[src/rtl/sn_to_bn.sv]
// Stochastic-to-binary converter: counts the ones in a window of 2^BN_WIDTH
// valid stream bits and presents the saturated count as a binary value.
module sn_to_bn #(
  parameter int BN_WIDTH = 4
) (
  input  logic                i_clk_stb,
  input  logic                i_rst_n_stb,
  input  logic                i_start_stb,
  input  logic                i_stop_stb,
  input  logic                i_sn_bit,
  input  logic                i_sn_valid,
  output logic [BN_WIDTH-1:0] o_bn,
  output logic                o_bn_valid,
  output logic                o_busy
);

  localparam int CW = BN_WIDTH + 1;
  localparam logic [CW-1:0] LAST_IDX = CW'(2**BN_WIDTH - 1);

  typedef enum logic [1:0] {IDLE, COUNT, DONE} state_t;

  state_t        state;
  logic [CW-1:0] ones_cnt;
  logic [CW-1:0] bit_cnt;
  logic [CW-1:0] ones_next;

  // Stream handshake: i_sn_bit is consumed on every rising edge in COUNT where
  // i_sn_valid is high; there is no backpressure, the source never waits.
  assign ones_next = ones_cnt + CW'(i_sn_bit);

  always_ff @(posedge i_clk_stb or negedge i_rst_n_stb) begin
    if (!i_rst_n_stb) begin
      state      <= IDLE;
      ones_cnt   <= '0;
      bit_cnt    <= '0;
      o_bn       <= '0;
      o_bn_valid <= 1'b0;
      o_busy     <= 1'b0;
    end else begin
      o_bn_valid <= 1'b0;
      case (state)
        IDLE, DONE: begin
          // DONE behaves like IDLE for start/stop, which allows back-to-back windows.
          if (i_start_stb && !i_stop_stb) begin
            state    <= COUNT;
            ones_cnt <= '0;
            bit_cnt  <= '0;
            o_busy   <= 1'b1;
          end else begin
            state  <= IDLE;
            o_busy <= 1'b0;
          end
        end
        COUNT: begin
          if (i_stop_stb) begin
            state  <= IDLE;
            o_busy <= 1'b0;
          end else if (i_sn_valid) begin
            bit_cnt  <= bit_cnt + 1'b1;
            ones_cnt <= ones_next;
            if (bit_cnt == LAST_IDX) begin
              state      <= DONE;
              o_busy     <= 1'b0;
              o_bn_valid <= 1'b1;
              o_bn       <= ones_next[BN_WIDTH] ? '1 : ones_next[BN_WIDTH-1:0];
            end
          end
        end
        default: begin
          state  <= IDLE;
          o_busy <= 1'b0;
        end
      endcase
    end
  end

endmodule

[config.mk]
export PLATFORM = sky130hd
export DESIGN_NAME = sn_to_bn
export DESIGN_NICKNAME = d
export VERILOG_FILES = /design/src/rtl/sn_to_bn.sv
export SDC_FILE = /design/constraint.sdc
export NUM_CORES = 1
export LEC_CHECK = 0
export BUFFER_PORTS_ARGS = -buffer_cell sky130_fd_sc_hd__buf_2
export CORE_MARGIN = 2
export CORE_UTILIZATION = 40
export CTS_CLUSTER_SIZE = 40
export DETAILED_ROUTE_END_ITERATION = 6
export PLACE_DENSITY = 0.59
export SLEW_MARGIN = 15
export SYNTH_ARGS = -nofsm -noshare
export SYNTH_HDL_FRONTEND = slang
export SYNTH_SLANG_ARGS = --single-unit
export TNS_END_PERCENT = 5
[constraint.sdc]
create_clock -name i_clk_stb -period 2.1 [get_ports i_clk_stb]
set_input_delay 0.105 -clock i_clk_stb [delete_from_list [all_inputs] [get_ports i_clk_stb]]
set_output_delay 0.105 -clock i_clk_stb [all_outputs]
set_load 0.05 [all_outputs]
==> Yosys cells after proc, flatten, opt, wreduce, memory -nomap -nowiden <==
Cells that the tools add are included.
{ "classes": {"n_addsub": 2, "eq_ne": 8, "mux": 22, "bitwise_logic": 1, "reduce_logical": 8} }
{ "ops": {"columns": ["operator", "count"], "rows": [
  ["$mux 5", 5],
  ["$pmux 5 s2", 2],
  ["$mux 1", 9],
  ["$reduce_and 4->1", 2],
  ["$mux 2", 3],
  ["$ne 2x2->1 const B", 3],
  ["$ne 3x3->1 const B", 2],
  ["$add 5x1->5", 1],
  ["$add 5x1->5 const B", 1],
  ["$eq 5x4->1 const B", 1],
  ["$mux 4", 1],
  ["$pmux 2 s2", 1],
  ["$eq 2x1->1 const B", 1],
  ["$eq 2x2->1 const B", 1],
  ["$logic_not 2->1", 1],
  ["$pmux 1 s2", 1],
  ["$reduce_and 2->1", 1],
  ["$reduce_bool 2->1", 1],
  ["$reduce_or 2->1", 1],
  ["$logic_and 1x1->1", 1],
  ["$logic_not 1->1", 1],
  ["$not 1->1", 1]
]} }
{ "totals": {"ff_bits": 18, "input_bits": 6, "output_inout_bits": 6, "elab_cells": 47} }

==> Logic depth before layout (Yosys ltp) <==
{ "logic_depth": {"depth_word": 5, "mapped_depth": 7, "depth_no_buf": 7} }

==> Worst setup path before layout <==
OpenSTA, ideal clock, no wires.
{ "synth_path": {"path_kind": "register -> register", "from": "reg ones_cnt[0]", "to": "reg ones_cnt[4]", "setup_time_ns": 0.121, "arrival_ns": 1.266, "t_required_ns": 1.979, "path_slack_ns": 0.713, "stages_incl_launch_ff": 6, "path_buffers": 0, "synth_period_minus_slack_ns": 1.387, "path_cell_list": "dfrtp_1 ha_1 ha_1 nand3_1 xnor2_2 a22o_1"} }
{ "synth_between": {"elab_chain_cells": 4} }
{ "synth_rtl": {"columns": ["item", "line", "rtl"], "rows": [
  ["start: declaration", "23", "logic [CW-1:0] ones_cnt;"],
  ["start signal: assignment", "60", "ones_cnt <= ones_next;"],
  ["$add 5x1->5", "29", "assign ones_next = ones_cnt + CW'(i_sn_bit);"],
  ["$mux 5", "58", "end else if (i_sn_valid) begin"],
  ["$mux 5", "55", "if (i_stop_stb) begin"],
  ["$pmux 5 s2", "41", "case (state)"]
]} }
No other way between the ends. The select of a mux whose other input is x is not followed.
A chain may end at the register's enable or synchronous reset.

==> Final worst setup path <==
{ "layout_path": {"from": "reg bit_cnt[0]", "to": "reg o_bn[3]"} }
{ "layout_between": {"elab_chain_cells": 2} }
{ "layout_rtl": {"columns": ["item", "line", "rtl"], "rows": [
  ["start: declaration", "24", "logic [CW-1:0] bit_cnt;"],
  ["start signal: assignment", "59", "bit_cnt <= bit_cnt + 1'b1;"],
  ["$eq 5x4->1", "61", "if (bit_cnt == LAST_IDX) begin"],
  ["$reduce_and 4->1 (no line)", null, null],
  ["end signal: assignment", "65", "o_bn <= ones_next[BN_WIDTH] ? '1 : ones_next[BN_WIDTH-1:0];"],
  ["end: declaration", "12", "output logic [BN_WIDTH-1:0] o_bn,"]
]} }
No other way between the ends.

==> impl_results.html <==
<table>
<tr><th>Metric</th><th>Value</th></tr>
<tr><th colspan="2">Pwr</th></tr>
<tr><td>Leakage Power</td><td>~0.53 nW</td></tr>
<tr><td>Flop pwr share</td><td>56.9%</td></tr>
<tr><td>Net Sw Power</td><td>0.172 mW</td></tr>
<tr><td>Proportion of power drawn by combinational gates</td><td>about an eighth</td></tr>
<tr><td>Internal cell power</td><td>0.512 mW</td></tr>
<tr><td>Power Dens Cells</td><td>~700 nW/um^2</td></tr>
<tr><td>IR Drop Worst-Case VDD</td><td>0.338 mV</td></tr>
<tr><td>Overall power after layout</td><td>0.685 mW</td></tr>
<tr><td>Share of power burned in the clock network</td><td>between 30% and 40%</td></tr>
<tr><td>Switching power share of the total</td><td>~25%</td></tr>
<tr><th colspan="2">Setup path</th></tr>
<tr><td>Slowest stage cell, crit path</td><td>dfrtp_1</td></tr>
<tr><td>Required time of the critical path</td><td>2.28 ns</td></tr>
<tr><td>Crit-path max FO</td><td>6</td></tr>
<tr><td>Most numerous cell on the critical path</td><td>ha_1</td></tr>
<tr><td>Type of the setup path with the least slack</td><td>flop to flop</td></tr>
<tr><td>Largest stage delay on the critical path</td><td>about 0.42 ns</td></tr>
<tr><td>Signal arrival time at the worst endpoint</td><td>about 1.7 ns</td></tr>
<tr><td>Type of origin of the critical path</td><td>flop</td></tr>
<tr><td>Critical path, cell by cell</td><td>ha_1 -&gt; and3_1 -&gt; ha_1 -&gt; nand2_4 -&gt; inv_4 -&gt; o21ai_1 -&gt; nand2_1</td></tr>
<tr><td>Critical Path Sink Type</td><td>flop</td></tr>
<tr><th colspan="2">Worst hold path</th></tr>
<tr><td>Worst min-delay path class</td><td>input port to flop</td></tr>
<tr><th colspan="2">CTS</th></tr>
<tr><td>Clock slew at the register clock pins of the worst setup and hold paths</td><td>0.11 ns</td></tr>
<tr><td>Number of gates given a new drive strength after cts</td><td>0</td></tr>
<tr><td>Clock Path Buffers</td><td>2</td></tr>
<tr><td>Clock buffer count from CTS</td><td>3</td></tr>
<tr><td>Cell at the root of the clock tree</td><td>clkbuf_4</td></tr>
<tr><td>Number of clock sinks</td><td>18</td></tr>
<tr><td>CTS H-Tree Depth</td><td>1</td></tr>
<tr><td>Clock latency at the later pin of the worst-skew pair</td><td>between 0.2 and 0.3 ns</td></tr>
<tr><td>Clock tree from TritonCTS</td><td>yes</td></tr>
<tr><th colspan="2">Detailed routing</th></tr>
<tr><td>Overall via count from detail_route</td><td>between 500 and 600</td></tr>
<tr><td>Detailed-route wire length</td><td>1.46 mm</td></tr>
<tr><td>Number of violations reported at the end of detailed-routing iteration 0</td><td>1</td></tr>
<tr><td>Drc violations</td><td>0</td></tr>
<tr><td>Drt first pass iters</td><td>3</td></tr>
<tr><td>Routed vias/inst</td><td>4.81</td></tr>
<tr><td>Routed WL per cell</td><td>around 12 microns</td></tr>
<tr><td>Remaining antenna violation count</td><td>0</td></tr>
<tr><th colspan="2">Synth</th></tr>
<tr><td>Total of flip-flops plus latches after synthesis</td><td>18</td></tr>
<tr><td>Async set-reset flop share out of synthesis</td><td>100%</td></tr>
<tr><td>Count of cell types in the netlist</td><td>26</td></tr>
<tr><td>Post-synthesis cell count</td><td>80</td></tr>
<tr><td>Syn Nets</td><td>90</td></tr>
<tr><td>Number of flops mapped to enable cells by yosys</td><td>0</td></tr>
<tr><td>Synthesis Warnings</td><td>0</td></tr>
<tr><td>Most used DFF post-synth</td><td>dfrtp_1</td></tr>
<tr><td>Leading post-synthesis cells by cell area</td><td>dfrtp_1, nand2_1, a22o_1, ha_1, o21ai_1</td></tr>
<tr><td>Proportion of synthesized chip area in sequential cells</td><td>52.2%</td></tr>
<tr><td>Share of the synthesized area in the top cell type</td><td>a little over half</td></tr>
<tr><td>Cell type contributing the most total cell area after synthesis</td><td>dfrtp_1</td></tr>
<tr><td>Syn_area_per_cell</td><td>approximately 11 sq um</td></tr>
<tr><td>Mapped cell area</td><td>863 sq um</td></tr>
<tr><th colspan="2">Timing</th></tr>
<tr><td>Final Worst Setup Slack</td><td>between 0.6 and 0.7 ns</td></tr>
<tr><td>RSZ-0062 raised after global routing</td><td>no</td></tr>
<tr><td>Count of final hold-check violations</td><td>0</td></tr>
<tr><td>Fin Hold WS</td><td>0.0146 ns</td></tr>
<tr><td>Total Neg Setup Slack</td><td>0 ns</td></tr>
<tr><td>Period utilization</td><td>70.9%</td></tr>
<tr><td>Final setup violation count</td><td>0</td></tr>
<tr><td>Transition time at the pin with the least slew margin</td><td>~0.4 ns</td></tr>
<tr><td>Slew Viols, Final</td><td>0</td></tr>
<tr><td>Period minus WS final</td><td>~1.5 ns</td></tr>
<tr><td>Clock Skew</td><td>~0.0033 ns</td></tr>
<tr><td>Maximum achievable frequency</td><td>just under 700 MHz</td></tr>
<tr><td>Relative slew slack</td><td>73.2%</td></tr>
<tr><th colspan="2">Global routing</th></tr>
<tr><td>Maximum number of pins on one net before global-route repair</td><td>19</td></tr>
<tr><td>Global-route wire length before repair</td><td>around 2.6 mm</td></tr>
<tr><td>Global-route usage over all layers</td><td>a little over an eighth</td></tr>
<tr><td>Antenna violations before repair</td><td>0</td></tr>
<tr><td>Overall overflow remaining after global route</td><td>0</td></tr>
<tr><td>Via count of the first global-routing pass</td><td>between 500 and 600</td></tr>
<tr><th colspan="2">Final layout</th></tr>
<tr><td>Total of fill cells in the finished design</td><td>202</td></tr>
<tr><td>Synth-to-Final Area Change</td><td>13.8%</td></tr>
<tr><td>Leading cell type in the layout, fill and taps excluded</td><td>dfrtp_1</td></tr>
<tr><td>Commonest cells after routing, fill and taps aside</td><td>dfrtp_1, nand2_1, buf_2, o21ai_1, a22o_1</td></tr>
<tr><td>Number of inserted diodes</td><td>0</td></tr>
<tr><td>Final nets</td><td>105</td></tr>
<tr><td>Proportion of layout cells with a drive suffix above 1</td><td>about a quarter</td></tr>
<tr><th colspan="2">Placement</th></tr>
<tr><td>Placement Setup Slack</td><td>0.610 ns</td></tr>
<tr><td>Final RePlAce weighted congestion</td><td>between 0.7 and 0.8</td></tr>
<tr><td>DP Wirelength</td><td>1.10 mm</td></tr>
<tr><td>Count of buffers inserted at the top-level ports</td><td>11</td></tr>
<tr><th colspan="2">Floorplanning</th></tr>
<tr><td>Full die area</td><td>approximately 2500 sq um</td></tr>
<tr><td>X dimension of the die</td><td>between 50 and 60 microns</td></tr>
<tr><td>Core outline area</td><td>around 2000 sq um</td></tr>
<tr><td>Starting density of the core</td><td>43.1%</td></tr>
<tr><td>I/O pin total</td><td>12</td></tr>
<tr><td>Placement Rows</td><td>16</td></tr>
<tr><td>Die boundary height</td><td>approximately 50 microns</td></tr>
<tr><th colspan="2">Run status</th></tr>
<tr><td>Result of the run</td><td>finished clean</td></tr>
<tr><th colspan="2">Flow run</th></tr>
<tr><td>Max-Cap Viols</td><td>0</td></tr>
</table>
## repair_timing
item                                   4_1_cts  5_1_grt
hold buffers                                 1        0
endpoints found under the hold margin       18        0
setup endpoints to repair                    0        0
setup buffers                                0        0
## worst max-delay path, delay by kind of cell (launching register included)
| kind | cells | cell delay (ns) |
|---|---|---|
| flops | 1 | 0.42 |
| compound gates | 1 | 0.08 |
| fa+ha+maj | 2 | 0.45 |
| simple gates | 3 | 0.37 |
| buf+inv | 1 | 0.05 |
## area by class of cell
class,count,area [sq um],area share (%)
timing repair buffer,12,65.1,6.62
clock buffer,4,36.3,3.69
tap,27,33.8,3.44
inverter,5,21.3,2.17
sequential,18,450,45.9
multi-input combinational,55,375,38.2
## state kept, by name (all words and copies together) (netlist names)
name and count:
ones_cnt 5, o_busy 1, o_bn_valid 1, state 2, o_bn 4, bit_cnt 5
## cell usage after synthesis (all sizes together), types with 2 or more instances
cell,n
o21ai,9
inv,5
nor2b,3
xnor2,2
ha,4
dfrtp,18
a21oi,2
buf,2
a22o,6
nand3,4
xor2,2
nand2,16
## power groups by stage
| stage | Clock [mW] | Combinational, mW | Sequential, mW |
|---|---|---|---|
| after floorplan | 0 | 0.0569 | 0.396 |
| after global placement | 0 | 0.0842 | 0.396 |
| after detailed placement | 0 | 0.0827 | 0.396 |
| after CTS | 0.218 | 0.0843 | 0.390 |
| after global routing | 0.232 | 0.0942 | 0.393 |
| final | 0.213 | 0.0826 | 0.390 |
## cell families (layout without fill, tap and decap cells)
| kind of cell | count (synthesis) | after routing | share of synthesized area, % |
|---|---|---|---|
| simple gates | 28 | 28 | 18.3 |
| compound gates | 19 | 19 | 14.5 |
| flops | 18 | 18 | 52.2 |
| buf+inv | 7 | 21 | 4.35 |
| fa+ha+maj | 4 | 4 | 5.80 |
| xor+xnor | 4 | 4 | 4.93 |
## layer usage
layer	vias to the layer above	global-route usage, %	wire (microns)
met3	2	2.68	30
met5	-	0	0
met4	0	4.05	13
met2	3	22.4	726
li1	302	-	-
met1	275	17.4	689
## path summary, 6_finish.rpt
check	start	to	slack, ns	cells past startpoint
max	bit_cnt[0]$_DFFE_PN0P_	o_bn[3]$_DFFE_PN0P_	0.61	7
min	i_stop_stb	o_busy$_DFFE_PN0P_	0.01	2
max reg2reg	bit_cnt[0]$_DFFE_PN0P_	o_bn[3]$_DFFE_PN0P_	0.61	7
min reg2reg	o_bn[2]$_DFFE_PN0P_	o_bn[2]$_DFFE_PN0P_	0.48	2
max in group asynchronous	i_rst_n_stb	o_bn[1]$_DFFE_PN0P_	1.55	2
min in group asynchronous	i_rst_n_stb	bit_cnt[2]$_DFFE_PN0P_	0.26	2
## per-stage QoR
step	utilization, %	instance area (sq um)	std cells
finish	49.1	982	121
global route	49.1	982	121
CTS	49.1	982	121
detailed placement	46.8	936	116
global placement	46.8	936	116
floorplan	-	863	80
(Power assumes the default switching activity.)
